File: config.mk
export PLATFORM = sky130hd
export DESIGN_NAME = usr_deser
export DESIGN_NICKNAME = d
export VERILOG_FILES = /design/src/rtl/usr_pkg.sv /design/src/rtl/usr_deser_hold.sv /design/src/rtl/usr_deser.sv
export SDC_FILE = /design/constraint.sdc
export NUM_CORES = 1
export LEC_CHECK = 0
export CORE_UTILIZATION = 52
export DETAILED_ROUTE_END_ITERATION = 6
export GPL_TIMING_DRIVEN = 0
export PLACE_DENSITY = 0.84
export SLEW_MARGIN = 20
export SYNTH_ARGS = -nofsm -noshare
export SYNTH_HDL_FRONTEND = slang
export SYNTH_HIERARCHICAL = 1
export SYNTH_SLANG_ARGS = --single-unit
export TNS_END_PERCENT = 5
File: constraint.sdc
create_clock -name clk -period 1.9 [get_ports clk]
set_input_delay 0.38 -clock clk [delete_from_list [all_inputs] [get_ports clk]]
set_output_delay 0.38 -clock clk [all_outputs]
set_load 0.01 [all_outputs]
File: src/rtl/usr_pkg.sv
// Shared types and constants for the usr serial receive path.
// Latency: n/a (package only).
// Backpressure: n/a (package only).
package usr_pkg;

    // Default data bits per word.
    localparam int USR_DEF_WIDTH = 8;

    // Framing states of the deserialiser.
    typedef enum logic [1:0] {
        HUNT  = 2'd0,
        SHIFT = 2'd1,
        PAR   = 2'd2
    } deser_state_t;

    // Bit-counter width: must hold 0..WIDTH, since the parity phase parks at WIDTH.
    function automatic int cnt_w(input int width);
        return $clog2(width + 1);
    endfunction

endpackage

File: src/rtl/usr_deser_hold.sv
// One-entry holding register between the word assembler and the parallel consumer.
// Latency: word visible on q/q_valid one cycle after load_vld.
// Backpressure: q_ready stalls; a load that finds the entry full and not draining is dropped and sets overrun.
//
// Ports:
//   clk, clr_n       clock, async active-low reset
//   load_vld/dat     completed word from the assembler (single-cycle pulse)
//   q_ready          consumer accepts q when q_valid & q_ready
//   ovr_clr          synchronous clear of the sticky overrun flag
//   q, q_valid       held word and full flag
//   overrun          sticky: a completed word was dropped
module usr_deser_hold #(
    parameter int WIDTH = 8
) (
    input  logic             clk,
    input  logic             clr_n,
    input  logic             load_vld,
    input  logic [WIDTH-1:0] load_dat,
    input  logic             q_ready,
    input  logic             ovr_clr,
    output logic [WIDTH-1:0] q,
    output logic             q_valid,
    output logic             overrun
);

    logic [WIDTH-1:0] q_q, q_d;
    logic             q_valid_q, q_valid_d;
    logic             overrun_q, overrun_d;
    logic             accept;

    always_comb begin
        // A load is taken if the entry is empty or is being drained in the same cycle.
        accept    = load_vld && (!q_valid_q || q_ready);
        q_d       = q_q;
        q_valid_d = q_valid_q;
        overrun_d = overrun_q;

        if (accept) begin
            q_d       = load_dat;
            q_valid_d = 1'b1;
        end else if (q_valid_q && q_ready) begin
            q_valid_d = 1'b0;
        end

        // A new drop wins over a simultaneous clear.
        if (load_vld && !accept) begin
            overrun_d = 1'b1;
        end else if (ovr_clr) begin
            overrun_d = 1'b0;
        end
    end

    always_ff @(posedge clk or negedge clr_n) begin
        if (!clr_n) begin
            q_q       <= '0;
            q_valid_q <= 1'b0;
            overrun_q <= 1'b0;
        end else begin
            q_q       <= q_d;
            q_valid_q <= q_valid_d;
            overrun_q <= overrun_d;
        end
    end

    assign q       = q_q;
    assign q_valid = q_valid_q;
    assign overrun = overrun_q;

endmodule

File: src/rtl/usr_deser.sv
// LSB-first serial-to-parallel receiver with sync-marker framing; optional parity via USR_DESER_PARITY_EN.
// Latency: word on q/q_valid the cycle after the strobe carrying its last bit.
// Backpressure: one-entry hold register; a word completing while it is full and not draining is dropped (overrun).
//
// Ports:
//   clk, clr_n         clock, async active-low reset
//   data_in, sin_en    serial bit and its strobe
//   sync               with sin_en: this bit is bit 0 of a new word
//   q, q_valid, q_ready  parallel word handshake
//   overrun, ovr_clr   sticky drop flag and its clear (ovr_clr also clears parity_err)
//   busy               word partially assembled
//   parity_err         sticky even-parity mismatch (tied 0 unless USR_DESER_PARITY_EN)
module usr_deser
    import usr_pkg::*;
#(
    parameter int WIDTH = USR_DEF_WIDTH
) (
    input  logic             clk,
    input  logic             clr_n,
    input  logic             data_in,
    input  logic             sin_en,
    input  logic             sync,
    output logic [WIDTH-1:0] q,
    output logic             q_valid,
    input  logic             q_ready,
    output logic             overrun,
    input  logic             ovr_clr,
    output logic             busy,
    output logic             parity_err
);

    localparam int              CW   = cnt_w(WIDTH);
    localparam logic [CW-1:0]   LAST = CW'(WIDTH - 1);

    deser_state_t     state_q, state_d;
    logic [CW-1:0]    count_q, count_d;
    logic [WIDTH-1:0] sr_q, sr_d;
    logic             busy_q, busy_d;
    logic [WIDTH-1:0] shifted;
    logic             word_done;
    logic [WIDTH-1:0] word_dat;
`ifdef USR_DESER_PARITY_EN
    logic             par_bad;
    logic             parity_err_q, parity_err_d;
`endif

    always_comb begin
        shifted   = {data_in, sr_q[WIDTH-1:1]};
        state_d   = state_q;
        count_d   = count_q;
        sr_d      = sr_q;
        word_done = 1'b0;
        word_dat  = sr_q;
`ifdef USR_DESER_PARITY_EN
        par_bad   = 1'b0;
`endif

        if (sin_en) begin
            if (sync) begin
                // Sync always reframes: drop any partial word and take this bit as bit 0.
                state_d = SHIFT;
                count_d = CW'(1);
                sr_d    = {data_in, {(WIDTH-1){1'b0}}};
            end else begin
                case (state_q)
                    HUNT: ;
                    SHIFT: begin
                        sr_d = shifted;
                        if (count_q == LAST) begin
`ifdef USR_DESER_PARITY_EN
                            state_d = PAR;
                            count_d = count_q + CW'(1);
`else
                            word_done = 1'b1;
                            word_dat  = shifted;
                            count_d   = '0;
`endif
                        end else begin
                            count_d = count_q + CW'(1);
                        end
                    end
`ifdef USR_DESER_PARITY_EN
                    PAR: begin
                        // Data is already aligned in sr; this strobe carries the parity bit.
                        word_done = 1'b1;
                        word_dat  = sr_q;
                        par_bad   = (^sr_q) ^ data_in;
                        state_d   = SHIFT;
                        count_d   = '0;
                    end
`endif
                    default: state_d = HUNT;
                endcase
            end
        end

        busy_d = (state_d != HUNT) && (count_d != '0);
`ifdef USR_DESER_PARITY_EN
        parity_err_d = parity_err_q;
        if (word_done && par_bad) begin
            parity_err_d = 1'b1;
        end else if (ovr_clr) begin
            parity_err_d = 1'b0;
        end
`endif
    end

    always_ff @(posedge clk or negedge clr_n) begin
        if (!clr_n) begin
            state_q <= HUNT;
            count_q <= '0;
            sr_q    <= '0;
            busy_q  <= 1'b0;
        end else begin
            state_q <= state_d;
            count_q <= count_d;
            sr_q    <= sr_d;
            busy_q  <= busy_d;
        end
    end

`ifdef USR_DESER_PARITY_EN
    always_ff @(posedge clk or negedge clr_n) begin
        if (!clr_n) begin
            parity_err_q <= 1'b0;
        end else begin
            parity_err_q <= parity_err_d;
        end
    end
    assign parity_err = parity_err_q;
`else
    assign parity_err = 1'b0;
`endif

    assign busy = busy_q;

    usr_deser_hold #(
        .WIDTH (WIDTH)
    ) u_hold (
        .clk      (clk),
        .clr_n    (clr_n),
        .load_vld (word_done),
        .load_dat (word_dat),
        .q_ready  (q_ready),
        .ovr_clr  (ovr_clr),
        .q        (q),
        .q_valid  (q_valid),
        .overrun  (overrun)
    );

endmodule
# == After elaboration in Yosys (flattened, before gate mapping) ==
# Cells that the tools add are included.
# classes
eq_ne,2
muxes,21
reduce_logical,15
add_sub_neg,1
# op_table
op,n
8-bit two-way mux,6
4-bit two-way mux,4
1-bit two-way mux,8
2-bit nonzero test,4
2-bit two-way mux,3
4-bit by 1-bit adder with 4-bit output (second input constant),1
4-bit by 3-bit == test with 1-bit output (second input constant),1
1-bit logical AND,4
4-bit nonzero test,1
2-bit by 1-bit == test with 1-bit output (second input constant),1
1-bit zero test,2
2-bit zero test,1
2-bit AND reduction,1
2-bit OR reduction,1
1-bit logical OR,1
# word_totals
input_bits,7
out_inout_bits,12
elab_cells,46
ff_bits,25

# == Logic depth before layout (Yosys ltp) ==
# logic_depth
word_depth,9
mapped_depth,6
depth_no_buf,6

# == Hierarchy ==
# The synthesis kept the hierarchy.
# by_module_without_submodules
mod,seq_area_each_um2,instances,cells_each,area_per_inst_um2
usr_deser,375.4,1,72,842.1
usr_deser_hold,250.2,1,24,412.9

# == Worst setup path before layout ==
# No wires, ideal clock.
# synth_timing
path_kind,flip-flop to flip-flop
start,reg count_q[0]
end,"reg u_hold.q_q[0], in the netlist u_hold/q[0]"
path_buffers,0
arrival_ns,1.570
setup_slack_ns,0.205
setup_time_ns,0.125
t_required_ns,1.775
synth_period_minus_slack_ns,1.695
path_stages_with_launch,6
path_cell_list,dfrtp_1 -> ha_1 -> and3b_1 -> nand3_2 -> mux2_2 -> mux2_4
# synth_between
elab_cells_between_ends,10
cone_classes,1 x eq/ne; 8 x mux; 1 x reduce/logical
# synth_rtl
item,line_no,source
from (decl),usr_deser.sv:36,"logic [CW-1:0] count_q, count_d;"
from (signal assigned),usr_deser.sv:116,count_q <= count_d;
4-bit by 3-bit == test with 1-bit output,usr_deser.sv:69,if (count_q == LAST) begin
8-bit two-way mux,usr_deser.sv:69,
8-bit two-way mux,usr_deser.sv:65,case (state_q)
8-bit two-way mux,usr_deser.sv:59,if (sync) begin
8-bit two-way mux,usr_deser.sv:58,if (sin_en) begin
named net word_dat[0],usr_deser.sv:41,logic [WIDTH-1:0] word_dat;
to (signal assigned),usr_deser_hold.sv:59,q_q <= q_d;
to (decl),usr_deser_hold.sv:26,"logic [WIDTH-1:0] q_q, q_d;"
# The timed path passes the listed nets, and every way through them passes these cells.
# A chain may end at the register's enable or synchronous reset.

# == Worst setup path in the final report ==
# layout_timing
start,reg count_q[0]
end,"reg u_hold.q_q[4], in the netlist u_hold/q[4]"
# The elaborated chain is that of the path after synthesis.

==> out/metrics.yaml <==
floorplan:
  die_w_um: 51.1
  rows: 17
  io_pins: 19
  die_area_sq_mm: 0.00261
  start_util_pct: 56.2
  die_h_um: 51.1
  core_sq_mm: 0.00223
sta:
  rsz0062_at_grt: "false"
  slew_violations: 0
  setup_viol: 0
  slew_headroom_pct: 64.6
  hold_viol_final: 0
  worst_pin_slew_ns: 0.530
  finalCriticalPeriod_ns: 1.78
  finalCritPeriodShare_pct: 93.6
  fmax_mhz: 562
  skew_ns: 0.00287
pwr:
  p_leak_nw: 0.696
  fin_total_pwr_mw: 1.10
  powerDensity_mw_per_mm2: 737
  ir_drop_mv: 0.661
min_path:
  min_path_type: "input port to async pin"
worst_setup_path:
  critical-path-max-stage-delay_ns: 0.44
  required_ns: 2.13
  crit_arrival_ns: 2.01
  slowest_stage: "dfrtp_1"
  worst-path-buf-inv: 0
  worstPathCellList: "ha_2, and3b_2, nand3_4, mux2_2, mux2_4"
  cpLargestDelayFamily: "multiplexers"
  cp-end-kind: "register"
  critPathLaunchType: "register"
  crit_fanout: 9
  worstSetupPathType: "register to register"
cts:
  clk_pin_slew_worst_paths_ns: 0.13
  clockRootBuffer: "clkbuf_4"
  numCtsBuffers: 3
  cts_max_level: 1
  ctsHoldBuffers: 0
  clk_latency_ns: 0.33
  cts_buffer_depth: 2
  post_cts_buffers: 0
  clkSinkCount: 25
  tritoncts: "yes"
job:
  max_cap_violations: 0
route:
  dr.pass1.iters: 4
  routedWlPerCell_um: 15.2
  viasPerCell: 5.89
  drc: 0
  finalWirelength_um: 2210
  vias: 854
  dr.first_iter.drc_count: 16
  ant_nets: 0
layout:
  post-route-util_pct: 66.9
  final_layout_size_suffix_gt1_share_pct: 28.2
  fin_nets: 126
  n_antenna_cell: 0
  multi_input_area_sq_um: 579
  stdcell_area_sq_mm: 0.00149
  ff_latch_area_sq_um: 626
  final_cell_mix: "25 x dfrtp_1, 16 x clkdlybuf4s50_1, 9 x mux2_2"
  fillCellCount: 170
  final_common_cell: "dfrtp_1"
  syn2layout_area_growth_pct: 19.0
synth:
  synth_nets: 104
  syn_inst: 96
  synth_area_sq_mm: 0.00125
  synth-seq-cells: 25
  ys_seq_area_share_pct: 49.9
  ys_warn_count: 6
  synth.avg_cell_area_sq_um: 13.1
  synthDistinctLibCells: 34
global_route:
  track_usage_pct: 19.7
  grt_max_degree: 26
  grt_pass1_wl_um: 3710
  antenna_found_initial: 0
  grt_pass1_vias: 805
  grt_overflow: 0
placement:
  gp_congestion: 0.718
  hpwl_um: 1600
  placedInstanceArea_sq_mm: 0.00146
  port_buffers: 17
outcome:
  status: "completed"
power breakdown:
group | total [mW] | switching (mW) | internal, mW | leakage (nW)
Clock | 0.239 | 0.160 | 0.0791 | 0.0177
Sequential | 0.632 | 0.0451 | 0.587 | 0.331
Combinational | 0.230 | 0.0965 | 0.134 | 0.348
routing by layer:
| metal | share of wire [%] | global-route usage, % | vias to the layer above |
|---|---|---|---|
| li1 | - | - | 400 |
| met1 | 44 | 24.3 | 432 |
| met2 | 51 | 33.6 | 17 |
| met3 | 2.9 | 2.68 | 5 |
| met4 | 1.9 | 9.72 | 0 |
| met5 | 0 | 0 | - |
stage by stage:
| step | TNS [ns] | hold WS [ns] | cells | setup slack (ns) |
|---|---|---|---|---|
| global placement | -2.09 | 0.492 | 141 | -0.220 |
| detailed placement | -2.41 | 0.502 | 141 | -0.253 |
| CTS | 0 | 0.533 | 145 | 0.0395 |
| floorplan | 0 | 0.0844 | 96 | 0.205 |
| global route | 0 | 0.0430 | 145 | 0.0474 |
| finish | 0 | 0.00631 | 145 | 0.122 |
final cells by class:
class                           instances  share of cell area [%]
Multi-Input combinational cell         60                    38.8
Sequential cell                        25                    41.9
Clock inverter                          1                   0.335
Tap cell                               28                    2.35
Timing Repair Buffer                   17                    11.1
Buffer                                  5                    2.60
Clock buffer                            3                    1.51
Inverter                                6                    1.51
synthesized netlist by cell type:
cell type  count  share of area, %
nor2_1         1              0.30
and3b_1        1              0.70
mux2_2         9               8.1
buf_1          1              0.30
buf_6          2               1.8
inv_1          6               1.8
a22o_1         2               1.4
nand3_2        1              0.80
ha_1           1               1.0
dfrtp_1       25                50
buf_4          1              0.60
buf_2          1              0.40
a22oi_1        6               3.6
nor2b_1        1              0.50
o211ai_1       1              0.60
nor3b_1        1              0.60
nand2_4        1              0.90
a32o_1         2               1.6
a221o_1        1              0.80
nand2b_4       2               2.2
o2bb2ai_1      6               4.2
and3b_2        1              0.80
o211a_1        1              0.80
o21ai_0        1              0.40
nand2_1        3              0.90
mux2_4         8               9.6
a211o_1        2               1.4
o31ai_1        1              0.60
conb_1         1              0.30
nor4_1         1              0.50
o22ai_1        1              0.50
and2b_1        1              0.60
o41a_1         1              0.90
nand3_1        2              0.80
registers in the layout, summed over array words and instances, names as in the netlist:
| signal | cells |
|---|---|
| u_hold/q | 8 |
| count_q | 4 |
| state_q | 2 |
| sr_q | 8 |
| u_hold/q_valid | 1 |
| u_hold/overrun | 1 |
| busy | 1 |
path summary, 6_finish.rpt:
kind	from	endpoint	slack (ns)	cells past startpoint
worst max-delay path	count_q[0]	u_hold/q[4]	0.12	5
worst min-delay path	clr_n	u_hold/q[2]	0.006	1
max in group asynchronous	clr_n	count_q[2]	1.54	1
worst min register to register	u_hold/q[2]	u_hold/q[2]	0.53	1
min in group clk	u_hold/q[2]	u_hold/q[2]	0.53	1
worst max register to register	count_q[0]	u_hold/q[4]	0.12	5
repair_timing:
item / CTS / global route
resized for setup: 0 / 3
setup endpoints to repair: 0 / 8
hold endpoints to repair: 0 / 0
logic make-up after synthesis:
kind of cell    after synthesis  synth area share (%)
mux                          17                  17.6
compound gates               25                  16.8
simple gates                 16                  9.57
other cells                   1                 0.299
fa+ha+maj                     1                 0.997
buf+inv                      11                  4.88
flops                        25                  49.9
No activity file was read; power rests on OpenSTA's default activity.
